`config.mk`:
```
export PLATFORM = sky130hd
export DESIGN_NAME = spi_controller
export DESIGN_NICKNAME = d
export VERILOG_FILES = /design/src/rtl/spi_pkg.sv /design/src/rtl/spi_clk_gen.sv /design/src/rtl/spi_controller.sv
export SDC_FILE = /design/constraint.sdc
export NUM_CORES = 1
export LEC_CHECK = 0
export CAP_MARGIN = 20
export CORE_ASPECT_RATIO = 1.5
export CORE_MARGIN = 3
export CORE_UTILIZATION = 55
export CTS_CLUSTER_DIAMETER = 30
export DETAILED_ROUTE_END_ITERATION = 16
export PLACE_DENSITY = 0.83
export SYNTH_ARGS = -nofsm -noshare
export SYNTH_HDL_FRONTEND = slang
export SYNTH_SLANG_ARGS = --single-unit
export TNS_END_PERCENT = 30
```
`constraint.sdc`:
```
create_clock -name clk -period 3.29 [get_ports clk]
set_clock_uncertainty 0.2 [all_clocks]
set_input_delay 0.8225 -clock clk [delete_from_list [all_inputs] [get_ports clk]]
set_output_delay 0.8225 -clock clk [all_outputs]
set_load 0.005 [all_outputs]
```
`src/rtl/spi_pkg.sv`:
```
// Shared SPI constants, register map, FSM state type and frame builder.
// Pure definitions; no timing or flow-control behaviour lives here.
package spi_pkg;

    localparam int SPI_FRAME_W = 16;
    localparam int SPI_ADDR_W  = 7;

    localparam logic [SPI_ADDR_W-1:0] en_reg_out_7_0  = 7'h00;
    localparam logic [SPI_ADDR_W-1:0] en_reg_out_15_8 = 7'h01;
    localparam logic [SPI_ADDR_W-1:0] en_reg_pwm_7_0  = 7'h02;
    localparam logic [SPI_ADDR_W-1:0] en_reg_pwm_15_8 = 7'h03;
    localparam logic [SPI_ADDR_W-1:0] pwm_duty_cycle  = 7'h04;

    localparam logic [SPI_ADDR_W-1:0] SPI_ADDR_MAX = 7'h04;

    typedef enum logic [1:0] {
        IDLE,
        SETUP,
        SHIFT,
        GAP
    } spi_state_t;

    function automatic logic [SPI_FRAME_W-1:0] spi_frame(
        input logic [SPI_ADDR_W-1:0] addr,
        input logic [7:0]            data
    );
        return {1'b1, addr, data};
    endfunction

endpackage

```
`src/rtl/spi_clk_gen.sv`:
```
// Half-period timer: one-cycle o_tick every CLK_DIV cycles while i_en is high.
// Counter clears whenever disabled; no backpressure.
module spi_clk_gen #(
    parameter int CLK_DIV = 4
) (
    input  logic clk,
    input  logic rst_n,
    input  logic i_en,
    output logic o_tick
);

    localparam int CW = (CLK_DIV > 2) ? $clog2(CLK_DIV) : 1;

    logic [CW-1:0] r_cnt;
    logic          w_last;

    assign w_last = (r_cnt == CW'(CLK_DIV - 1));

    always_ff @(posedge clk or negedge rst_n) begin
        if (!rst_n) begin
            r_cnt <= '0;
        end else if (!i_en || w_last) begin
            r_cnt <= '0;
        end else begin
            r_cnt <= r_cnt + 1'b1;
        end
    end

    assign o_tick = i_en && w_last;

endmodule

```
`src/rtl/spi_controller.sv`:
```
// SPI mode-0 write initiator: one {1,addr,data} frame per accepted request, ncs low 33*CLK_DIV cycles.
// req_ready drops for the whole frame plus gap; SPI_CTRL_ADDR_CHECK_EN rejects addr > SPI_ADDR_MAX with err.
module spi_controller
    import spi_pkg::*;
#(
    parameter int CLK_DIV = 4
) (
    input  logic       clk,
    input  logic       rst_n,
    input  logic       req_valid,
    input  logic [6:0] req_addr,
    input  logic [7:0] req_data,
    output logic       req_ready,
    output logic       done,
    output logic       err,
    output logic       sclk,
    output logic       ncs,
    output logic       copi
);

    spi_state_t             r_state;
    spi_state_t             w_next;
    logic [SPI_FRAME_W-1:0] r_shreg;
    logic [3:0]             r_bit;
    logic                   r_phase;
    logic                   r_done;
    logic                   r_err;
    logic                   w_accept;
    logic                   w_reject;
    logic                   w_tick;
    logic                   w_last_bit;

    assign w_accept = req_valid && req_ready;

`ifdef SPI_CTRL_ADDR_CHECK_EN
    assign w_reject = w_accept && (req_addr > SPI_ADDR_MAX);
`else
    assign w_reject = 1'b0;
`endif

    spi_clk_gen #(
        .CLK_DIV(CLK_DIV)
    ) u_clk_gen (
        .clk    (clk),
        .rst_n  (rst_n),
        .i_en   (r_state != IDLE),
        .o_tick (w_tick)
    );

    // r_phase: in SHIFT 0 = sclk high, 1 = sclk low; in GAP it counts the two half-periods.
    assign w_last_bit = (r_state == SHIFT) && w_tick && r_phase && (r_bit == 4'd15);

    always_comb begin
        w_next = r_state;
        case (r_state)
            IDLE:    if (w_accept && !w_reject) w_next = SETUP;
            SETUP:   if (w_tick)                w_next = SHIFT;
            SHIFT:   if (w_last_bit)            w_next = GAP;
            GAP:     if (w_tick && r_phase)     w_next = IDLE;
            default:                            w_next = IDLE;
        endcase
    end

    always_ff @(posedge clk or negedge rst_n) begin
        if (!rst_n) begin
            r_state <= IDLE;
            r_shreg <= '0;
            r_bit   <= '0;
            r_phase <= 1'b0;
            r_done  <= 1'b0;
            r_err   <= 1'b0;
        end else begin
            r_state <= w_next;
            r_done  <= w_last_bit;
            r_err   <= w_reject;
            case (r_state)
                IDLE: begin
                    if (w_accept && !w_reject) begin
                        r_shreg <= spi_frame(req_addr, req_data);
                        r_bit   <= '0;
                        r_phase <= 1'b0;
                    end
                end
                SETUP: begin
                    if (w_tick) r_phase <= 1'b0;
                end
                SHIFT: begin
                    if (w_tick) begin
                        if (!r_phase) begin
                            r_phase <= 1'b1;
                            // bit 0 stays on copi through the trailing low phase as hold time
                            if (r_bit != 4'd15) r_shreg <= {r_shreg[SPI_FRAME_W-2:0], 1'b0};
                        end else begin
                            r_phase <= 1'b0;
                            r_bit   <= r_bit + 1'b1;
                        end
                    end
                end
                GAP: begin
                    if (w_tick) r_phase <= ~r_phase;
                end
                default: ;
            endcase
        end
    end

    assign req_ready = (r_state == IDLE) && !r_err;
    assign sclk      = (r_state == SHIFT) && !r_phase;
    assign ncs       = !((r_state == SETUP) || (r_state == SHIFT));
    assign copi      = !ncs && r_shreg[SPI_FRAME_W-1];
    assign done      = r_done;
    assign err       = r_err;

endmodule

```
==> flow_metrics.tcl <==
set metrics [dict create \
    status "finished, final reports clean" \
    dp.final_hpwl_um 1780 \
    hold_path_class "flop to flop" \
    cts_buffers 3 \
    synth-seq-cells 26 \
    drtAntennaViolNets 0 \
    num_vias 942 \
    grt_pass1_wl_um 3860 \
    crit_path_end_kind "output pin" \
    ys_warn_count 0 \
    clk_latency_ns 0.33 \
    port_buffers 22 \
    power.total_mw 1.28 \
    postCtsSetupBuffers 0 \
    diodes 0 \
    routed_wirelength_um 2350 \
    die-height_um 65.9 \
    areaGrowthSynthToFinish_pct 18.7 \
    syn_nets 149 \
    arrival_ns 1.80 \
    grt_pass1_vias 932 \
    clock_path_buffers 2 \
    final_hold_viol_count 0 \
    fp-row-count 21 \
    drtIter0Drc 23 \
    core_area_um2 2260 \
    avgSynthCellArea_um2 10.5 \
    routedWlPerCell_um 13.8 \
    firstDrtPassIters 4 \
    slew_violations 0 \
    die-area_um2 3030 \
    synthDistinctLibCells 30 \
    syn_area_um2 1320 \
    ir_drop_v 0.000477 \
    path_class "flop to output pin" \
    drive_gt1_share_pct 6.12 \
    finalSetupViolations 0 \
    slew_headroom_pct 54.1 \
    power_density_nw_per_um2 820 \
    start_kind "flop" \
    tns_ns 0 \
    cts.reportedPaths.clkPinSlew_ns 0.14 \
    timing.max_cap.violations 0 \
    leakagePower_nw 0.719 \
    globalplace.congestion 0.792 \
    rsz0062_at_grt "false" \
    worst_hold_slack_ns 0.250 \
    tightestPinTransition_ns 0.689 \
    grt_max_degree 33 \
    drc 0 \
    required_ns 2.27 \
    htreeDepth 1 \
    grt-ovfl-total 0 \
    grt_antenna_before_repair 0 \
    fin_crit_sh_pct 85.7 \
    nets 172 \
    cts_resized 0 \
    fmaxAchievable_ghz 0.355 \
    ys_seq_area_share_pct 49.4 \
    initial_utilization_pct 58.3 \
    clock-sinks 26 \
    grt_usage_pct 17.4 \
    vias_per_cell 5.54 \
    worstPathMaxFanout 3 \
    die_w_um 46.0 \
    boundaryPins 24 \
    period_minus_slack_ns 2.82 \
    hold_buffers 0 \
    syn-instance-count 125 \
    cts_tree "yes" \
    cts_root_buffer "clkbuf_4" \
]
[Yosys cell counts (all sizes together)]
cell	n	area [µm²]
a31oi	1	21.3
a22o	1	8.76
and4b	1	10.0
dfrtp	26	651
nand2	19	71.3
conb	1	3.75
a32oi	1	8.76
o21ai	17	85.1
ha	6	75.1
a22oi	1	7.51
inv	5	18.8
and3b	1	8.76
nand3b	1	7.51
buf	6	53.8
xnor2	1	8.76
a21oi	2	10.0
nor3	1	5.00
nor2b	3	23.8
nand4	1	6.26
mux2i	15	150
o22ai	1	6.26
nor3b	2	15.0
nand3	3	15.0
nor2	6	22.5
nand2b	1	6.26
xor2	2	17.5
[power by group]
group          total [mW]  switching, mW  internal (mW)  leakage, nW
combinational       0.596          0.305          0.291        0.369
sequential          0.525         0.0769          0.449        0.329
clock               0.162         0.0939         0.0678       0.0210
total                1.28          0.475          0.808        0.719
[cell usage in the layout, fill, tap and decap left out, types with 2 or more instances in the layout]
cell	Yosys	routed
nor2_1	6	6
buf_4	2	2
nor3b_1	2	2
ha_1	6	6
o21ai_1	2	2
clkdlybuf4s50_1	0	22
o21ai_0	15	15
a21oi_1	2	2
mux2i_1	15	15
nand2_1	19	19
nand3_1	3	3
inv_1	5	5
xor2_1	2	2
dfrtp_1	26	26
clkbuf_4	0	3
nor2b_2	2	2
[per-stage QoR]
stage          std cells  util [%]  setup WS [ns]  area, µm²
3_5_place_dp         166      67.6          0.585       1530
4_1_cts              170      69.2          0.449       1560
3_3_place_gp         166      67.6          0.679       1530
5_1_grt              170      69.2          0.387       1560
6_report             170      69.2          0.471       1560
2_1_floorplan        125         -           1.37       1320
[registers in the layout, indices dropped and copies added (netlist names)]
name             count
r_shreg             16
r_bit                4
r_state              2
u_clk_gen.r_cnt      2
done                 1
r_phase              1
[worst max-delay path: stages (launching register included)]
cell             delay, ns
dfrtp_1               0.43
inv_1                 0.10
ha_1                  0.18
nor2b_2               0.22
clkdlybuf4s50_1       0.53
[cell type report]
type / count / area [µm²]
clock buffer: 4 / 36.3
tap: 23 / 28.8
multi-input combinational: 88 / 594
inverter: 5 / 18.8
sequential: 26 / 651
fill: 197 / 696
timing repair buffer: 24 / 235
[path summary, 6_finish.rpt]
check / endpoint / depth (start not counted) / from / slack (ns)
min in group asynchronous: r_state[1] / 2 / rst_n / 0.63
worst max register to register: r_shreg[5] / 6 / r_state[0] / 0.84
worst max-delay path: sclk / 4 / r_state[0] / 0.47
max in group asynchronous: r_shreg[2] / 2 / rst_n / 2.00
worst min-delay path: u_clk_gen.r_cnt[0] / 1 / u_clk_gen.r_cnt[0] / 0.25
worst min register to register: u_clk_gen.r_cnt[0] / 1 / u_clk_gen.r_cnt[0] / 0.25
[kinds of logic (layout without fill, tap and decap cells)]
kind of cell               after synthesis  count (layout)  synth area share [%]
and+or+nand+nor                         39              39                  14.5
muxes                                   15              15                  11.4
adders and majority gates                6               6                  5.70
DFF                                     26              26                  49.4
xor gates and xnor gates                 3               3                  1.99
AOI/OAI and AO/OA                       24              24                  11.2
other                                    1               1                 0.285
buffers and inverters                   11              33                  5.51
[routing by layer]
| metal | wire length [µm] | GRT usage [%] |
|---|---|---|
| met5 | 0 | 0 |
| met4 | 59 | 8.54 |
| met3 | 91 | 2.45 |
| met2 | 1260 | 31.2 |
| met1 | 935 | 18.8 |
(Power assumes the default switching activity.)
